===== config.mk =====
export PLATFORM = sky130hd
export DESIGN_NAME = seq_detect_param
export DESIGN_NICKNAME = d
export VERILOG_FILES = /design/src/rtl/fsm_pkg.sv /design/src/rtl/sat_counter.sv /design/src/rtl/seq_detect_param.sv
export SDC_FILE = /design/constraint.sdc
export NUM_CORES = 1
export LEC_CHECK = 0
export ABC_AREA = 1
export BUFFER_PORTS_ARGS = -buffer_cell sky130_fd_sc_hd__buf_2
export CORE_MARGIN = 1.5
export CORE_UTILIZATION = 53
export CTS_CLUSTER_DIAMETER = 50
export CTS_CLUSTER_SIZE = 30
export DETAILED_ROUTE_END_ITERATION = 8
export GPL_TIMING_DRIVEN = 0
export PLACE_DENSITY = 0.78
export SLEW_MARGIN = 40
export SYNTH_ARGS = -nofsm -noshare
export SYNTH_HDL_FRONTEND = slang
export SYNTH_SLANG_ARGS = --single-unit

===== constraint.sdc =====
create_clock -name clk -period 1.58 [get_ports clk]
set_input_delay 0.079 -clock clk [delete_from_list [all_inputs] [get_ports clk]]
set_output_delay 0.079 -clock clk [all_outputs]
set_load 0.01 [all_outputs]

===== src/rtl/fsm_pkg.sv =====
// rtl/fsm_pkg.sv - shared constants for the serial detector FSM family
//
// Purpose: match-mode constants and parameter legality limits shared by the
// pattern detectors and their status blocks.
// Ports: none (package).
package fsm_pkg;

    // Match modes for the OVERLAP parameter.
    localparam int MODE_NON_OVERLAP = 0;
    localparam int MODE_OVERLAP     = 1;

    // Legal pattern lengths.
    localparam int LEN_MIN = 2;
    localparam int LEN_MAX = 32;

    // Legal match counter widths.
    localparam int CNT_W_MIN = 1;
    localparam int CNT_W_MAX = 32;

endpackage


===== src/rtl/sat_counter.sv =====
// rtl/sat_counter.sv - saturating event counter with synchronous clear
//
// Purpose: counts inc pulses, stopping at all-ones. A clear on the same edge
// as an increment leaves the count at 1, so the coincident event is kept.
// Ports:
//   clk    in  1  clock
//   reset  in  1  synchronous, active-high
//   clr    in  1  synchronous clear
//   inc    in  1  count one event
//   q      out W  current count
module sat_counter #(
    parameter int W = 8
) (
    input  logic         clk,
    input  logic         reset,
    input  logic         clr,
    input  logic         inc,
    output logic [W-1:0] q
);

    always_ff @(posedge clk) begin
        if (reset) begin
            q <= '0;
        end else if (clr) begin
            q <= W'(inc);
        end else if (inc && (q != {W{1'b1}})) begin
            q <= q + W'(1);
        end
    end

endmodule


===== src/rtl/seq_detect_param.sv =====
// rtl/seq_detect_param.sv - parametrised serial pattern detector
//
// Purpose: watches an en-qualified serial bit stream for a LEN-bit PATTERN
// (MSB received first), in overlapping or non-overlapping mode. Produces a
// registered match pulse, a sticky seen flag and a saturating match count.
// Ports:
//   clk        in  1      clock
//   reset      in  1      synchronous, active-high; wins over en and clear
//   en         in  1      a bit is consumed only when en=1
//   a          in  1      serial data bit
//   clear      in  1      synchronous clear of seen and match_cnt
//   match      out 1      one-cycle pulse per detected pattern
//   seen       out 1      sticky match flag
//   match_cnt  out CNT_W  saturating match count
module seq_detect_param
    import fsm_pkg::*;
#(
    parameter int             LEN     = 4,
    parameter logic [LEN-1:0] PATTERN = 4'b1011,
    parameter int             OVERLAP = MODE_OVERLAP,
    parameter int             CNT_W   = 8
) (
    input  logic             clk,
    input  logic             reset,
    input  logic             en,
    input  logic             a,
    input  logic             clear,
    output logic             match,
    output logic             seen,
    output logic [CNT_W-1:0] match_cnt
);

    if (LEN < LEN_MIN || LEN > LEN_MAX) begin : g_bad_len
        $error("seq_detect_param: LEN out of range");
    end
    if (CNT_W < CNT_W_MIN || CNT_W > CNT_W_MAX) begin : g_bad_cnt_w
        $error("seq_detect_param: CNT_W out of range");
    end

    localparam int             FILL_W    = $clog2(LEN + 1);
    localparam logic [FILL_W-1:0] FILL_FULL = FILL_W'(LEN);

    logic [LEN-1:0]    hist;
    logic [LEN-1:0]    hist_n;
    logic [FILL_W-1:0] fill;
    logic [FILL_W-1:0] fill_n;
    logic              hit;

    // fill gates detection so bits left over from before reset or before a
    // non-overlapping match can never complete a pattern.
    always_comb begin
        hist_n = hist;
        fill_n = fill;
        hit    = 1'b0;
        if (en) begin
            hist_n = {hist[LEN-2:0], a};
            fill_n = (fill == FILL_FULL) ? FILL_FULL : fill + FILL_W'(1);
            hit    = (fill_n == FILL_FULL) && (hist_n == PATTERN);
        end
    end

    always_ff @(posedge clk) begin
        if (reset) begin
            hist  <= '0;
            fill  <= '0;
            match <= 1'b0;
        end else begin
            hist  <= hist_n;
            fill  <= (hit && (OVERLAP == MODE_NON_OVERLAP)) ? '0 : fill_n;
            match <= hit;
        end
    end

    // A hit on the clearing edge still leaves seen set.
    always_ff @(posedge clk) begin
        if (reset) begin
            seen <= 1'b0;
        end else if (hit) begin
            seen <= 1'b1;
        end else if (clear) begin
            seen <= 1'b0;
        end
    end

    sat_counter #(
        .W(CNT_W)
    ) u_match_cnt (
        .clk  (clk),
        .reset(reset),
        .clr  (clear),
        .inc  (hit),
        .q    (match_cnt)
    );

endmodule


==> summary.md, run 1 <==
| Metric | Value |
|---|---|
| Final Total Pwr | `0.0007732 W` |
| Num Clock Sinks | `16` |
| Core area | `0.001524 mm²` |
| Share of cells above drive strength 1 | `29.71%` |
| Die Wd | `43.65 µm` |
| Async set-reset flop share out of synthesis | `0%` |
| DR pass1 iterations | `4` |
| Boundary Pins | `15` |
| Die Y | `43.65 µm` |
| Synth Area in Compound Gates | `9.143%` |
| GRT overflow | `0` |
| Worst EP arrival | `1690 ps` |
| Nature of the critical path endpoint | `register` |
| Switching share of power | `24.00%` |
| Met1 Usage GRT | `29.13%` |
| First-pass GRT wire length | `2939 µm` |
| Clock share of power | `34.8%` |
| Ys flop type | `dfxtp_1` |
| Startpoint Class | `register` |
| Post-synthesis mux area share | `0%` |
| CTS root buf | `clkbuf_4` |
| Pwr dens | `730.5 mW/mm²` |
| Post-synthesis cell type count | `20` |
| Met3 Usage GRT | `2.500%` |
| HPWL Detailed | `1270 µm` |
| Final worst-path cycle share | `92.89%` |
| PortBufs | `14` |
| Final setup violation count | `0` |
| Max Cap Viol | `0` |
| Outcome | `finished clean` |
| CTS Buf Count | `3` |
| Area delta synth->final | `20.86%` |
| Via/cell ratio | `5.357` |
| Longest Clk Path Bufs | `2` |
| Drt wl/cell | `11.94 µm` |
| Pint | `0.0005877 W` |
| Initial antenna violation count | `0` |
| Vias in the first global route | `725` |
| Flop pwr share | `54.9%` |
| TNS Setup | `0 ps` |
| Post-synthesis xor/xnor area fraction | `4.000%` |
| Logic gate share of total power | `10.4%` |
| Max Fanout on Critical Path | `4` |
| First DRT Iteration DRCs | `14` |
| Max_slew headroom | `78.26%` |
| Worst Tran Pin Value | `325.8 ps` |
| ANT nets after route | `0` |
| Die Area | `0.001905 mm²` |
| Mapped Cells | `116` |
| Share of the synthesized area in the top cell type | `36.57%` |
| Commonest cells post-synth | `nand2_1, inv_1, dfxtp_1, nand3_1, a21oi_1` |
| Sequential area share after synthesis | `36.57%` |
| WHS | `58.96 ps` |
| Hold Crit Class | `in -> reg` |
| Cell Area, Synth | `875.8 µm²` |
| Number of flops mapped to enable cells by yosys | `0` |
| H-Tree Depth | `1` |
| Reg2reg start | `fill[0]` |
| Final Max Slew Viols | `0` |
| Total Routing Usage GR | `20.50%` |
| Hold Violations, Final | `0` |
| Synth Area in Simple Gates | `37.86%` |
| Crit. Startpoint | `fill[0]` |
| Largest net degree at the start of global routing | `11` |
| Fin util | `69.46%` |
| Final nets | `147` |
| Leakage | `0.5472 nW` |
| Most frequent cell after synthesis | `nand2_1` |
| Mean Syn Cell Area | `7.550 µm²` |
| Post-synthesis adder-cell area fraction | `4.286%` |
| Peak supply drop | `0.5945 mV` |
| Clock Skew | `4.337 ps` |
| Net load switching power | `0.0001856 W` |
| # diodes | `0` |
| Critical path class | `reg -> reg` |
| Synth area leaders | `dfxtp_1, nand2_1, inv_1` |
| Cell Rows | `14` |
| Drt drc | `0` |
| Syn nets | `124` |
| Max Freq | `0.6813 GHz` |
| Worst min-delay path startpoint | `clear` |
| Clk Latency, worst-skew pair | `280 ps` |
| TritonCTS clock tree | `yes` |
| Placer Congestion | `0.7922` |
| Initial core utilization | `57.47%` |
| Area leader, netlist | `dfxtp_1` |
| Final WL | `1838 µm` |
| Clk slew on worst S/H paths | `90 ps` |
| DR vias | `825` |
| GR peak layer | `met2` |
| YS warnings | `0` |
| Fillers | `136` |
| Met2 Track Usage GR | `30.29%` |
| Crit path time final | `1468 ps` |
| Register bit total from synthesis | `16` |
| Largest family of logic cells by synthesized area | `simple AND/OR/NAND/NOR gates` |
| Worst endpoint required time | `1800 ps` |
-- per-stage QoR --
step | setup WS [ps] | cells | cell area, µm²
after CTS | 15.63 | 151 | 1012
after global routing | -2.900 | 154 | 1059
after global placement | 60.29 | 146 | 965.9
final | 112.3 | 154 | 1059
after floorplan | 173.4 | 116 | 875.8
after detailed placement | 35.13 | 146 | 965.9
-- critical path, cell delays in order, from the launching register on --
cell     delay [ps]
dfxtp_2         350
inv_2            70
ha_2            180
nand2_2          80
nand2_2         110
nand3_4         100
nor2_8          160
buf_4           150
nand3_1          70
a21oi_1         150
-- sequential cells by signal, indices dropped and copies added, names as in the netlist --
register,count
fill,3
hist,3
match,1
seen,1
u_match_cnt.q,8
-- timing repair --
action,4_1_cts,5_1_grt
endpoints found under the hold margin,1,0
buffers inserted,0,3
setup endpoints to repair,0,8
resized for setup,0,11
hold buffers,1,0
-- kinds of logic (layout without fill, tap and decap cells) --
kind of cell | count (synthesis) | in the layout
adder cells (fa/ha/maj) | 3 | 3
flip-flops | 16 | 16
AO/OA/AOI/OAI | 15 | 15
AND/OR/NAND/NOR | 59 | 59
XOR/XNOR | 4 | 4
buffers and inverters | 19 | 41
-- area by class of cell --
type	instances	area (µm²)	area share, %
Sequential cell	16	324.1	30.61
Inverter	19	71.32	6.738
Multi-Input combinational cell	81	504.2	47.64
Timing Repair Buffer	18	102.6	9.693
Clock buffer	4	36.28	3.428
Tap cell	16	20.02	1.891
-- metal layers --
layer  routed length, µm  share of wire, %
met2                 885                48
met1                 842                46
met4                  36               2.0
met5                   0                 0
met3                  73               4.0
-- power by group through the flow --
stage / clock network, W / logic (W) / registers [W]
finish: 0.000269 / 0.0000801 / 0.000424
global route: 0.000285 / 0.0000926 / 0.000426
CTS: 0.000273 / 0.0000670 / 0.000423
detailed placement: 0 / 0.0000650 / 0.000432
global placement: 0 / 0.0000627 / 0.000432
floorplan: 0 / 0.0000469 / 0.000431
-- placed cells by master, fill, tap and decap left out, drive strengths merged, types with 4 or more instances in the layout --
| cell | count |
|---|---|
| a21oi | 10 |
| buf | 17 |
| clkbuf | 4 |
| dfxtp | 16 |
| inv | 19 |
| nand2 | 32 |
| nand3 | 14 |
| nor2 | 9 |
-- worst paths after layout --
kind | to | cells past startpoint | slack (ps)
hold reg to reg | seen | 2 | 460
hold / removal | seen | 4 | 60
setup / recovery | u_match_cnt.q[3] | 9 | 110
setup reg to reg | u_match_cnt.q[3] | 9 | 110
Power figures use the tool's default switching activity.
==> run 2: changes to the inputs <==
--- a/config.mk
+++ b/config.mk
@@ -7,6 +7,5 @@
 export LEC_CHECK = 0
-export ABC_AREA = 1
 export BUFFER_PORTS_ARGS = -buffer_cell sky130_fd_sc_hd__buf_2
 export CORE_MARGIN = 1.5
-export CORE_UTILIZATION = 53
+export CORE_UTILIZATION = 51
 export CTS_CLUSTER_DIAMETER = 50
@@ -15,3 +14,3 @@
 export GPL_TIMING_DRIVEN = 0
-export PLACE_DENSITY = 0.78
+export PLACE_DENSITY = 0.77
 export SLEW_MARGIN = 40
==> constraint.sdc (replaced) <==
create_clock -name clk -period 1.58 [get_ports clk]
set_input_delay 0.316 -clock clk [delete_from_list [all_inputs] [get_ports clk]]
set_output_delay 0.316 -clock clk [all_outputs]
set_load 0.01 [all_outputs]
==> summary.md, run 2 <==
| Metric | Value |
|---|---|
| Initial antenna violation count | `0 (unchanged)` |
| Hold Violations, Final | `0 (unchanged)` |
| First DRT Iteration DRCs | `13 (was 14)` |
| Worst min-delay path startpoint | `a (was clear)` |
| Register bit total from synthesis | `16 (unchanged)` |
| Max reg flops | `8 (unchanged)` |
| DR pass1 iterations | `4 (unchanged)` |
| Drt drc | `0 (unchanged)` |
| Die Area | `0.001748 mm² (was 0.001905 mm²)` |
| Worst endpoint required time | `1780 ps (was 1800 ps)` |
| Share of cells above drive strength 1 | `44.25% (was 29.71%)` |
| Max Freq | `0.5677 GHz (was 0.6813 GHz)` |
| Boundary Pins | `15 (unchanged)` |
| Drt wl/cell | `14.57 µm (was 11.94 µm)` |
| Max Used Layer | `met4 (unchanged)` |
| Commonest cells post-synth | `dfxtp_1, nor2_1, nand2_1, a21oi_1, xnor2_1 (was nand2_1, inv_1, dfxtp_1, nand3_1, a21oi_1)` |
| Worst setup path end | `u_match_cnt.q[5] (was u_match_cnt.q[3])` |
| Multi-input gate area | `548.0 µm² (was 504.2 µm²)` |
| YS warnings | `0 (unchanged)` |
| Pwr dens | `693.7 mW/mm² (was 730.5 mW/mm²)` |
| Post-synthesis mux area share | `5.375% (was 0%)` |
| Die Y | `41.81 µm (was 43.65 µm)` |
| Num Clock Sinks | `16 (unchanged)` |
| GRT overflow | `0 (unchanged)` |
| Die Wd | `41.81 µm (was 43.65 µm)` |
| HPWL Detailed | `1090 µm (was 1270 µm)` |
| Cell Rows | `13 (was 14)` |
| Critical path class | `reg -> reg (unchanged)` |
| Vias in the first global route | `740 (was 725)` |
| Placed instance area | `887.1 µm² (was 965.9 µm²)` |
| Reg2reg start | `fill[1] (was fill[0])` |
| Clock share of power | `36.6% (was 34.8%)` |
| Switching share of power | `23.53% (was 24.00%)` |
| Commonest non-fill, non-tap cells in the layout | `buf_2, dfxtp_1, nor2_1, buf_4, nand2_1 (was nand2_1, inv_1, buf_2, nand3_1, dfxtp_1)` |
| Fillers | `81 (was 136)` |
| R2R setup slack | `-180 ps (was 110 ps)` |
| Flop pwr share | `55.1% (was 54.9%)` |
| Final instance area | `0.001092 mm² (was 0.001059 mm²)` |
| Longest Clk Path Bufs | `2 (unchanged)` |
| Final WL | `1865 µm (was 1838 µm)` |
| Initial core utilization | `56.90% (was 57.47%)` |
| Worst reg2reg endpoint | `u_match_cnt.q[5] (was u_match_cnt.q[3])` |
| Final Max Slew Viols | `0 (unchanged)` |
| Logic gate share of total power | `8.3% (was 10.4%)` |
| Cell Count Post-Placement | `114 (was 146)` |
| Clk Latency, worst-skew pair | `290 ps (was 280 ps)` |
| Max Cap Viol | `0 (unchanged)` |
| Post-synthesis xor/xnor area fraction | `5.700% (was 4.000%)` |
| Synth Area in Compound Gates | `12.05% (was 9.143%)` |
| # diodes | `0 (unchanged)` |
| Syn nets | `94 (was 124)` |
| Max Fanout on Critical Path | `5 (was 4)` |
| CTS root buf | `clkbuf_4 (unchanged)` |
| Crit path time final | `1761 ps (was 1468 ps)` |
| First-pass GRT wire length | `3187 µm (was 2939 µm)` |
| H-Tree Depth | `1 (unchanged)` |
| Mapped Cells | `86 (was 116)` |
| Worst EP arrival | `1960 ps (was 1690 ps)` |
| Async set-reset flop share out of synthesis | `0% (unchanged)` |
| Largest net degree at the start of global routing | `11 (unchanged)` |
| Synth Area in Simple Gates | `27.85% (was 37.86%)` |
| Post-synthesis cell type count | `31 (was 20)` |
| Net load switching power | `0.0001783 W (was 0.0001856 W)` |
| Worst Tran Pin Value | `462.7 ps (was 325.8 ps)` |
| Peak supply drop | `0.5515 mV (was 0.5945 mV)` |
| Top reg by flops | `u_match_cnt.q (unchanged)` |
| PortBufs | `13 (was 14)` |
| ANT nets after route | `0 (unchanged)` |
| Metal3 WL | `65 µm (was 73 µm)` |
| Regs by FF count | `u_match_cnt.q: 8 flops, fill: 3 flops, hist: 3 flops (unchanged)` |
| TritonCTS clock tree | `yes (unchanged)` |
| Clock Skew | `3.546 ps (was 4.337 ps)` |
| Nature of the critical path endpoint | `register (unchanged)` |
| Placer Congestion | `0.7424 (was 0.7922)` |
| Hold Crit Class | `in -> reg (unchanged)` |
| Pint | `0.0005794 W (was 0.0005877 W)` |
| WHS | `277.3 ps (was 58.96 ps)` |
| Final worst-path cycle share | `111.5% (was 92.89%)` |
| Most frequent cell after synthesis | `dfxtp_1 (was nand2_1)` |
| Non-Filler Instances | `128 (was 154)` |
| Violated checks | `negative setup slack` |
| Synth area leaders | `dfxtp_1, xnor2_1, nor2_1 (was dfxtp_1, nand2_1, inv_1)` |
| Startpoint Class | `register (unchanged)` |
| Area leader, netlist | `dfxtp_1 (unchanged)` |
| Ys flop type | `dfxtp_1 (unchanged)` |
| Clk slew on worst S/H paths | `100 ps (was 90 ps)` |
| Crit. Startpoint | `fill[1] (was fill[0])` |
| Post-synthesis adder-cell area fraction | `4.886% (was 4.286%)` |
| Metal2 WL | `934 µm (was 885 µm)` |
| Metal-1 WL | `815 µm (was 842 µm)` |
| PnR worst setup slack | `-181.4 ps (was 112.3 ps)` |
| Final Total Pwr | `0.0007577 W (was 0.0007732 W)` |
| Commonest non-fill, non-tap cell in the layout | `buf_2 (was nand2_1)` |
| FF/Latch Area | `327.8 µm² (was 324.1 µm²)` |
| Largest family of logic cells by synthesized area | `simple AND/OR/NAND/NOR gates (unchanged)` |
| Leakage | `0.4854 nW (was 0.5472 nW)` |
| Area delta synth->final | `42.18% (was 20.86%)` |
| Number of flops mapped to enable cells by yosys | `0 (unchanged)` |
| RSZ-0062 raised after global routing | `true` |
| TNS Setup | `-992.2 ps (was 0 ps)` |
| Share of the synthesized area in the top cell type | `41.69% (was 36.57%)` |
| Outcome | `complete, but fails checks (was finished clean)` |
| Total Routing Usage GR | `24.84% (was 20.50%)` |
| CTS Buf Count | `3 (unchanged)` |
| Via/cell ratio | `5.805 (was 5.357)` |
| Final setup violation count | `8 (was 0)` |
| Worst R2R Path Depth | `6 (was 9)` |
| Mean Syn Cell Area | `8.933 µm² (was 7.550 µm²)` |
| Final nets | `122 (was 147)` |
| Cell Area, Synth | `768.2 µm² (was 875.8 µm²)` |
| Max_slew headroom | `69.15% (was 78.26%)` |
| Core area | `0.001350 mm² (was 0.001524 mm²)` |
| DR vias | `743 (was 825)` |
| Sequential area share after synthesis | `41.69% (was 36.57%)` |
-- run 2: cell types whose count changed after synthesis, moves of 3 or more --
cell / change
xor2_1: -3
nand2_1: -24
xnor2_1: +4
mux2i_1: +3
nor3_1: +4
nand3_1: -9
a21oi_1: -5
inv_1: -16
nor2_1: +5
nor4_1: +3
-- run 2: worst min-delay path by stage --
stage | to | slack, ps | depth (start not counted)
final | hist[0] | 280 | 3
after global routing | hist[0] | 280 | 3
after CTS | hist[0] | 290 | 3
after detailed placement | seen | 460 | 1
after global placement | seen | 430 | 1
after floorplan | hist[0] | 460 | 2
-- run 2: logic make-up after synthesis --
family,after synthesis
DFF,16
xor gates and xnor gates,5
muxes,4
and+or+nand+nor,40
AOI/OAI and AO/OA,13
buffers and inverters,5
adders and majority gates,3
-- run 2: layout make-up --
cell class,instances,share of cell area (%)
flip-flops and latches,16,30.01
inverters,2,0.9164
plain buffers,3,1.031
well taps,15,1.718
repair buffers,23,12.83
multi-input cells,65,50.17
clock buffers,4,3.322
-- run 2: metrics by stage --
stage	worst slack [ps]	util, %
after floorplan	-130.2	-
after global routing	-222.4	80.91
after detailed placement	-195.2	65.71
after global placement	-178.4	65.71
final	-181.4	80.91
after CTS	-168.8	77.39
-- run 2: what timing repair did --
action / CTS / global route
pin swaps: 8 / 6
buffers inserted: 7 / 3
cloned: 0 / 0
setup endpoints to repair: 6 / 8
hold buffers: 0 / 0
gates resized for setup: 13 / 6
-- run 2: power by group through the flow --
stage	clock network [W]	logic (W)	registers [W]
after floorplan	0	0.0000409	0.000425
final	0.000277	0.0000632	0.000418
after CTS	0.000277	0.0000600	0.000418
after global routing	0.000294	0.0000703	0.000419
after global placement	0	0.0000512	0.000426
after detailed placement	0	0.0000536	0.000427
-- run 2: per-layer routing --
layer	vias up	GRT usage [%]
li1	363	-
met1	356	27.72
met2	19	40.94
met3	5	6.957
met4	0	16.13
met5	-	0
-- run 2: critical path, stage by stage, from the launching register on --
cell	delay [ps]
dfxtp_4	390
inv_4	40
ha_4	240
o31a_4	360
or2_4	250
o31a_1	230
o21a_1	160
